--- src/rtl/uart_tx.sv ---
// 8N1 UART transmitter with a small byte FIFO, paced by the shared 16x tick.
// TxD is registered and idles high so it can drive the pin directly.
module uart_tx #(
  parameter int FIFO_AW = 2
) (
  input  logic       clock,
  input  logic       reset,
  input  logic       uart_tick_16x,
  input  logic       TxD_start,
  input  logic [7:0] TxD_data,
  output logic       TxD,
  output logic       ready,
  output logic       busy
);

  localparam int DEPTH = 1 << FIFO_AW;

  typedef enum logic [3:0] {
    IDLE,
    START,
    BIT_0,
    BIT_1,
    BIT_2,
    BIT_3,
    BIT_4,
    BIT_5,
    BIT_6,
    BIT_7,
    STOP
  } state_t;

  logic [7:0]         mem [DEPTH];
  logic [FIFO_AW-1:0] wr_ptr;
  logic [FIFO_AW-1:0] rd_ptr;
  logic [FIFO_AW:0]   count;

  state_t     state;
  logic [3:0] tick_cnt;
  logic [7:0] shift;

  logic push;
  logic pop;
  logic last_tick;
  logic in_data_bit;

  // count never exceeds DEPTH, so its MSB alone marks the FIFO as full
  assign ready       = ~count[FIFO_AW];
  assign push        = TxD_start & ready;
  assign pop         = (state == IDLE) & uart_tick_16x & (count != '0);
  assign last_tick   = uart_tick_16x & (tick_cnt == 4'd15);
  assign in_data_bit = (state >= BIT_0) & (state <= BIT_7);
  assign busy        = (count != '0) | (state != IDLE);

  always_ff @(posedge clock or posedge reset) begin
    if (reset) begin
      wr_ptr <= '0;
      rd_ptr <= '0;
      count  <= '0;
    end else begin
      if (push) wr_ptr <= wr_ptr + 1'b1;
      if (pop)  rd_ptr <= rd_ptr + 1'b1;
      case ({push, pop})
        2'b10:   count <= count + 1'b1;
        2'b01:   count <= count - 1'b1;
        default: count <= count;
      endcase
    end
  end

  always_ff @(posedge clock) begin
    if (push) mem[wr_ptr] <= TxD_data;
  end

  // Shift register holds the byte in flight; bit 0 is always the bit on the wire
  always_ff @(posedge clock) begin
    if (pop) begin
      shift <= mem[rd_ptr];
    end else if (last_tick && in_data_bit) begin
      shift <= {1'b0, shift[7:1]};
    end
  end

  always_ff @(posedge clock or posedge reset) begin
    if (reset) begin
      state    <= IDLE;
      tick_cnt <= 4'd0;
      TxD      <= 1'b1;
    end else if (state == IDLE) begin
      if (pop) begin
        state    <= START;
        tick_cnt <= 4'd0;
        TxD      <= 1'b0;
      end
    end else if (uart_tick_16x) begin
      tick_cnt <= tick_cnt + 4'd1;
      if (tick_cnt == 4'd15) begin
        case (state)
          START: begin
            state <= BIT_0;
            TxD   <= shift[0];
          end
          BIT_7: begin
            state <= STOP;
            TxD   <= 1'b1;
          end
          STOP: begin
            state <= IDLE;
            TxD   <= 1'b1;
          end
          default: begin
            // shift[1] becomes shift[0] on this same edge
            state <= state_t'(state + 4'd1);
            TxD   <= shift[1];
          end
        endcase
      end
    end
  end

endmodule

--- config.mk ---
export PLATFORM = sky130hd
export DESIGN_NAME = uart_tx
export DESIGN_NICKNAME = d
export VERILOG_FILES = /design/src/rtl/uart_tx.sv
export SDC_FILE = /design/constraint.sdc
export NUM_CORES = 1
export LEC_CHECK = 0
export CELL_PAD_IN_SITES_DETAIL_PLACEMENT = 2
export CELL_PAD_IN_SITES_GLOBAL_PLACEMENT = 2
export CORE_MARGIN = 1
export CORE_UTILIZATION = 43
export DETAILED_ROUTE_END_ITERATION = 12
export PLACE_DENSITY_LB_ADDON = 0.15
export SYNTH_ARGS = -nofsm -noshare
export SYNTH_HDL_FRONTEND = slang
export SYNTH_SLANG_ARGS = --single-unit
export TNS_END_PERCENT = 20
--- constraint.sdc ---
create_clock -name clock -period 3 [get_ports clock]
set_clock_uncertainty 0.1 [all_clocks]
set_input_delay 0.6 -clock clock [delete_from_list [all_inputs] [get_ports clock]]
set_output_delay 0.6 -clock clock [all_outputs]
set_load 0.005 [all_outputs]
* Yosys cells after proc, flatten, opt, wreduce, memory -nomap -nowiden
Memory sizes are Yosys's and may differ from the RTL's. Index checks and enable logic that the tools add are counted.
Storage, ports and cells: memory bits (writable) 32, memories kept 1, register bits 24, word-level logic and storage cells 59, output and inout port bits 3
Operators by class: muxes and demuxes 18, $add $sub $neg 6, reductions and logical operators 11, magnitude comparators 2, bitwise gates (word level) 7, equal/unequal tests 7
Memory list:
- mem | words 4, bits a word 8, rd ports 1, clocked after Yosys merged registers in 0, wr ports 1, RTL line 32 | logic [7:0] mem [DEPTH];
Operator list (count):
- 2-to-1 mux 4 bit | 7
- 2-to-1 mux 8 bit | 2
- equality test 4 bit, second input constant | 3
- case mux 4 bit (3 select lines) | 1
- adder 4 x 1 -> 4 bit, second input constant | 2
- nonzero test 2 bit | 4
- 2-to-1 mux 1 bit | 6
- case mux 3 bit (2 select lines) | 1
- AND 1 bit | 5
- adder 2 x 1 -> 2 bit, second input constant | 2
- equality test 4 x 1 -> 1 bit, second input constant | 1
- >= comparator 4 x 2 -> 1 bit, second input constant | 1
- less-or-equal comparator 4 bit, second input constant | 1
- zero test 4 bit | 1
- nonzero test 4 bit | 1
- adder 3 x 1 -> 3 bit, second input constant | 1
- AND reduction 3 bit | 1
- nonzero test 3 bit | 1
- subtractor 3 x 1 -> 3 bit, second input constant | 1
- equality test 2 x 1 -> 1 bit, second input constant | 1
- equality test 2 bit, second input constant | 1
- inequality test 2 bit, second input constant | 1
- case mux 1 bit (2 select lines) | 1
- AND reduction 2 bit | 1
- other kinds (4) | 4

* Logic depth before layout (Yosys ltp)
depth in word-level cells 6, gate-level depth with buffers 11, depth with buffers taken out 10

* Worst setup path before layout
No wires, ideal clock.
path kind register to register, start reg state[0], end reg count[2], setup time 0.080 ns, period minus slack after synthesis 2.473 ns, buffers on the path 1, arrival 2.293 ns, stages on the path, launching flop included 12, path slack 0.527 ns, cells stage by stage dfrtp_1 inv_1 ha_1 or3b_1 buf_6 nor2_8 ha_1 inv_1 fa_1 xor2_1 nor2_1 xnor2_1
Between the ends: longest elaborated chain between the ends 5
RTL lines:
- start, declared | RTL line 37 | state_t state;
- start signal, assigned | RTL line 112 | state <= state_t'(state + 4'd1);
- zero test 4 bit * | RTL line 49 | assign pop = (state == IDLE) & uart_tick_16x & (count != '0);
- AND 1 bit * (2 in series) | RTL line 49
- named net pop | RTL line 42 | logic pop;
- equality test 2 x 1 -> 1 bit / equality test 2 bit (equally long branches) | RTL line 62 | case ({push, pop})
- case mux 3 bit (2 select lines) / nonzero test 2 bit (equally long branches)
- end signal, assigned | RTL line 63 | 2'b10: count <= count + 1'b1;
- end signal, assigned | RTL line 64 | 2'b01: count <= count - 1'b1;
- end signal, assigned | RTL line 65 | default: count <= count;
- end, declared | RTL line 35 | logic [FIFO_AW:0] count;
The timed path passes the listed nets; every way through them passes the cells marked *. A chain may end at the register's enable or synchronous reset.

* Final worst setup path
start reg state[1], end reg count[2]
The elaborated chain is that of the path after synthesis.

==> reports/metrics.yaml <==
status: "finished clean"
ys_seq_area_share_pct: 62.2
endpoint_kind: "register"
layout_commonest_cell: "edfxtp_1"
maxCapViolations: 0
hpwl_um: 4350
insertion_delay_ns: 0.31
clockRootBuffer: "clkbuf_8"
io-pin-count: 15
hold_viol_final: 0
drive_gt1_share_pct: 17.8
post_cts_buffers: 0
grt_max_degree: 18
grt_pass1_wl_um: 9630
gp_congestion: 0.711
cts_resized: 0
cts_sinks: 56
syn_area_um2: 2580
crit_path_top_delay_cell: "dfrtp_1"
routedWlPerCell_um: 22.9
antenna_found_initial: 0
dp.cells: 249
start_util_pct: 45.7
crit_required_ns: 3.12
yosysUniqueCellTypes: 46
synth_flop_cell: "edfxtp_1"
worst_pin_slew_ns: 0.759
cp.arrival_ns: 2.89
rows: 27
slew_headroom_pct: 48.9
powerDensity_nw_per_um2: 788
worst_ir_drop_vdd_v: 0.000358
die_w_um: 79.4
ys_ff_latch: 56
synth_cells: 167
dr.first_iter.drc_count: 95
crit_chain: "inv_1 > ha_1 > or3b_4 > nor2_8 > ha_1 > inv_1 > fa_1 > xor2_1 > nor2_1 > xnor2_1"
setup_viol: 0
gr-usage-all-layers_pct: 21.4
n_antenna_cell: 0
core_area_um2: 5640
place.port_buffers: 14
drt-pass1-iter-count: 4
rsz0062_at_grt: "false"
die_h_um: 79.4
htree_levels: 2
gr-total-overflow: 0
fillerInstances: 520
avgSynthCellArea_um2: 15.4
die_area_um2: 6310
cp-start-kind: "register"
ctsHoldBuffers: 0
cts_made_buffers: 5
clk_transition_reported_paths_ns: 0.10
grt_pass1_vias: 1723
mostFrequentLayoutCells: "edfxtp_1 (40), dfrtp_1 (15), clkdlybuf4s50_1 (14), inv_1 (12), ha_1 (11)"
yosys_warnings: 0
worst_hold_path_type: "reg -> reg"
drc_errors: 0
clk_path_buf_depth: 2
tns_ns: 0
wl_um: 5880
clock.fmax_ghz: 0.361
p_leak_nw: 1.09
drv_slew: 0
area_delta_synth_final_pct: 12.7
pre_cts_slack_ns: 0.209
final_cells: 257
viasPerCell: 5.65
finalCritPeriodShare_pct: 92.2
final_nets: 208
crit_fanout: 7
whs_ns: 0.458
fin_ws_ns: 0.234
ys_async_sr_fraction_pct: 28.6
vias: 1452
worstSetupPathType: "reg -> reg"
critical_path.max_stage_delay_ns: 0.48
tritoncts: "built"
min_period_ns: 2.77
ant_nets: 0
synth_edf_count: 40
synth_nets: 191
[metal layers]
layer  routed length [um]  up-vias  GRT usage, %
met5                    0        -             0
met4                  119        0          5.45
met3                  158       12          4.80
met2                 3150       21          37.6
met1                 2450      759          26.5
li1                     -      660             -
[synthesized netlist by cell type, types with 3 or more instances]
master	n	area, um^2
edfxtp_1	40	1200
dfrtp_1	15	375
inv_1	12	45.0
ha_1	11	138
mux4_2	8	180
mux2_2	7	78.8
nor2_1	5	18.8
o21ai_0	5	25.0
a21oi_1	4	20.0
and2_1	4	25.0
clkbuf_1	4	15.0
xnor2_1	4	35.0
nand4_1	3	18.8
[area by class of cell]
class	count	area [um^2]	share of cell area, %
timing repair buffer	18	170	5.86
clock buffer	5	68.8	2.37
clock inverter	3	42.5	1.46
multi-input combinational	91	886	30.5
tap	72	90.1	3.10
inverter	12	45.0	1.55
sequential	56	1600	55.2
[report_power, final]
group / leakage, nW / total, W / switching [W] / internal (W)
logic: 0.485 / 0.000638 / 0.000329 / 0.000309
clock network: 0.0541 / 0.000494 / 0.000246 / 0.000247
registers: 0.554 / 0.00116 / 0.000169 / 0.000989
[flip-flops by register name, indices dropped and copies added, names as in the netlist]
| signal | flops |
|---|---|
| state | 4 |
| shift | 8 |
| wr_ptr | 2 |
| mem | 32 |
| TxD | 1 |
| tick_cnt | 4 |
| rd_ptr | 2 |
| count | 3 |
[stage by stage]
step / utilization [%] / power [W] / instance area [um^2]
floorplan: - / 0.00155 / 2580
global placement: 49.5 / 0.00170 / 2790
detailed placement: 49.5 / 0.00181 / 2790
CTS: 51.5 / 0.00232 / 2900
global route: 51.5 / 0.00243 / 2910
finish: 51.5 / 0.00229 / 2910
[logic make-up after synthesis]
| logic type | after synthesis | synth area share, % |
|---|---|---|
| XOR/XNOR | 6 | 2.04 |
| buffers and inverters | 20 | 3.59 |
| adder cells (fa/ha/maj) | 12 | 6.11 |
| AND/OR/NAND/NOR | 29 | 7.71 |
| flip-flops | 56 | 62.2 |
| AO/OA/AOI/OAI | 27 | 7.57 |
| multiplexers | 17 | 10.8 |
[final timing paths]
| path | startpoint | end | slack, ns | cells after the start |
|---|---|---|---|---|
| min in group asynchronous | reset | state[1] | 0.58 | 2 |
| min | count[0] | count[0] | 0.46 | 1 |
| min reg2reg | count[0] | count[0] | 0.46 | 1 |
| max in group asynchronous | reset | wr_ptr[0] | 1.80 | 2 |
| max | state[1] | count[2] | 0.23 | 10 |
| max reg2reg | state[1] | count[2] | 0.23 | 10 |
[critical path, delay by kind of cell (launching register included)]
family                   cells  cell delay, ns
adder cells (fa/ha/maj)      3            0.80
buffers and inverters        2            0.24
XOR/XNOR                     2            0.31
flip-flops                   1            0.48
AND/OR/NAND/NOR              3            0.74
No activity file was read; power rests on OpenSTA's default activity.
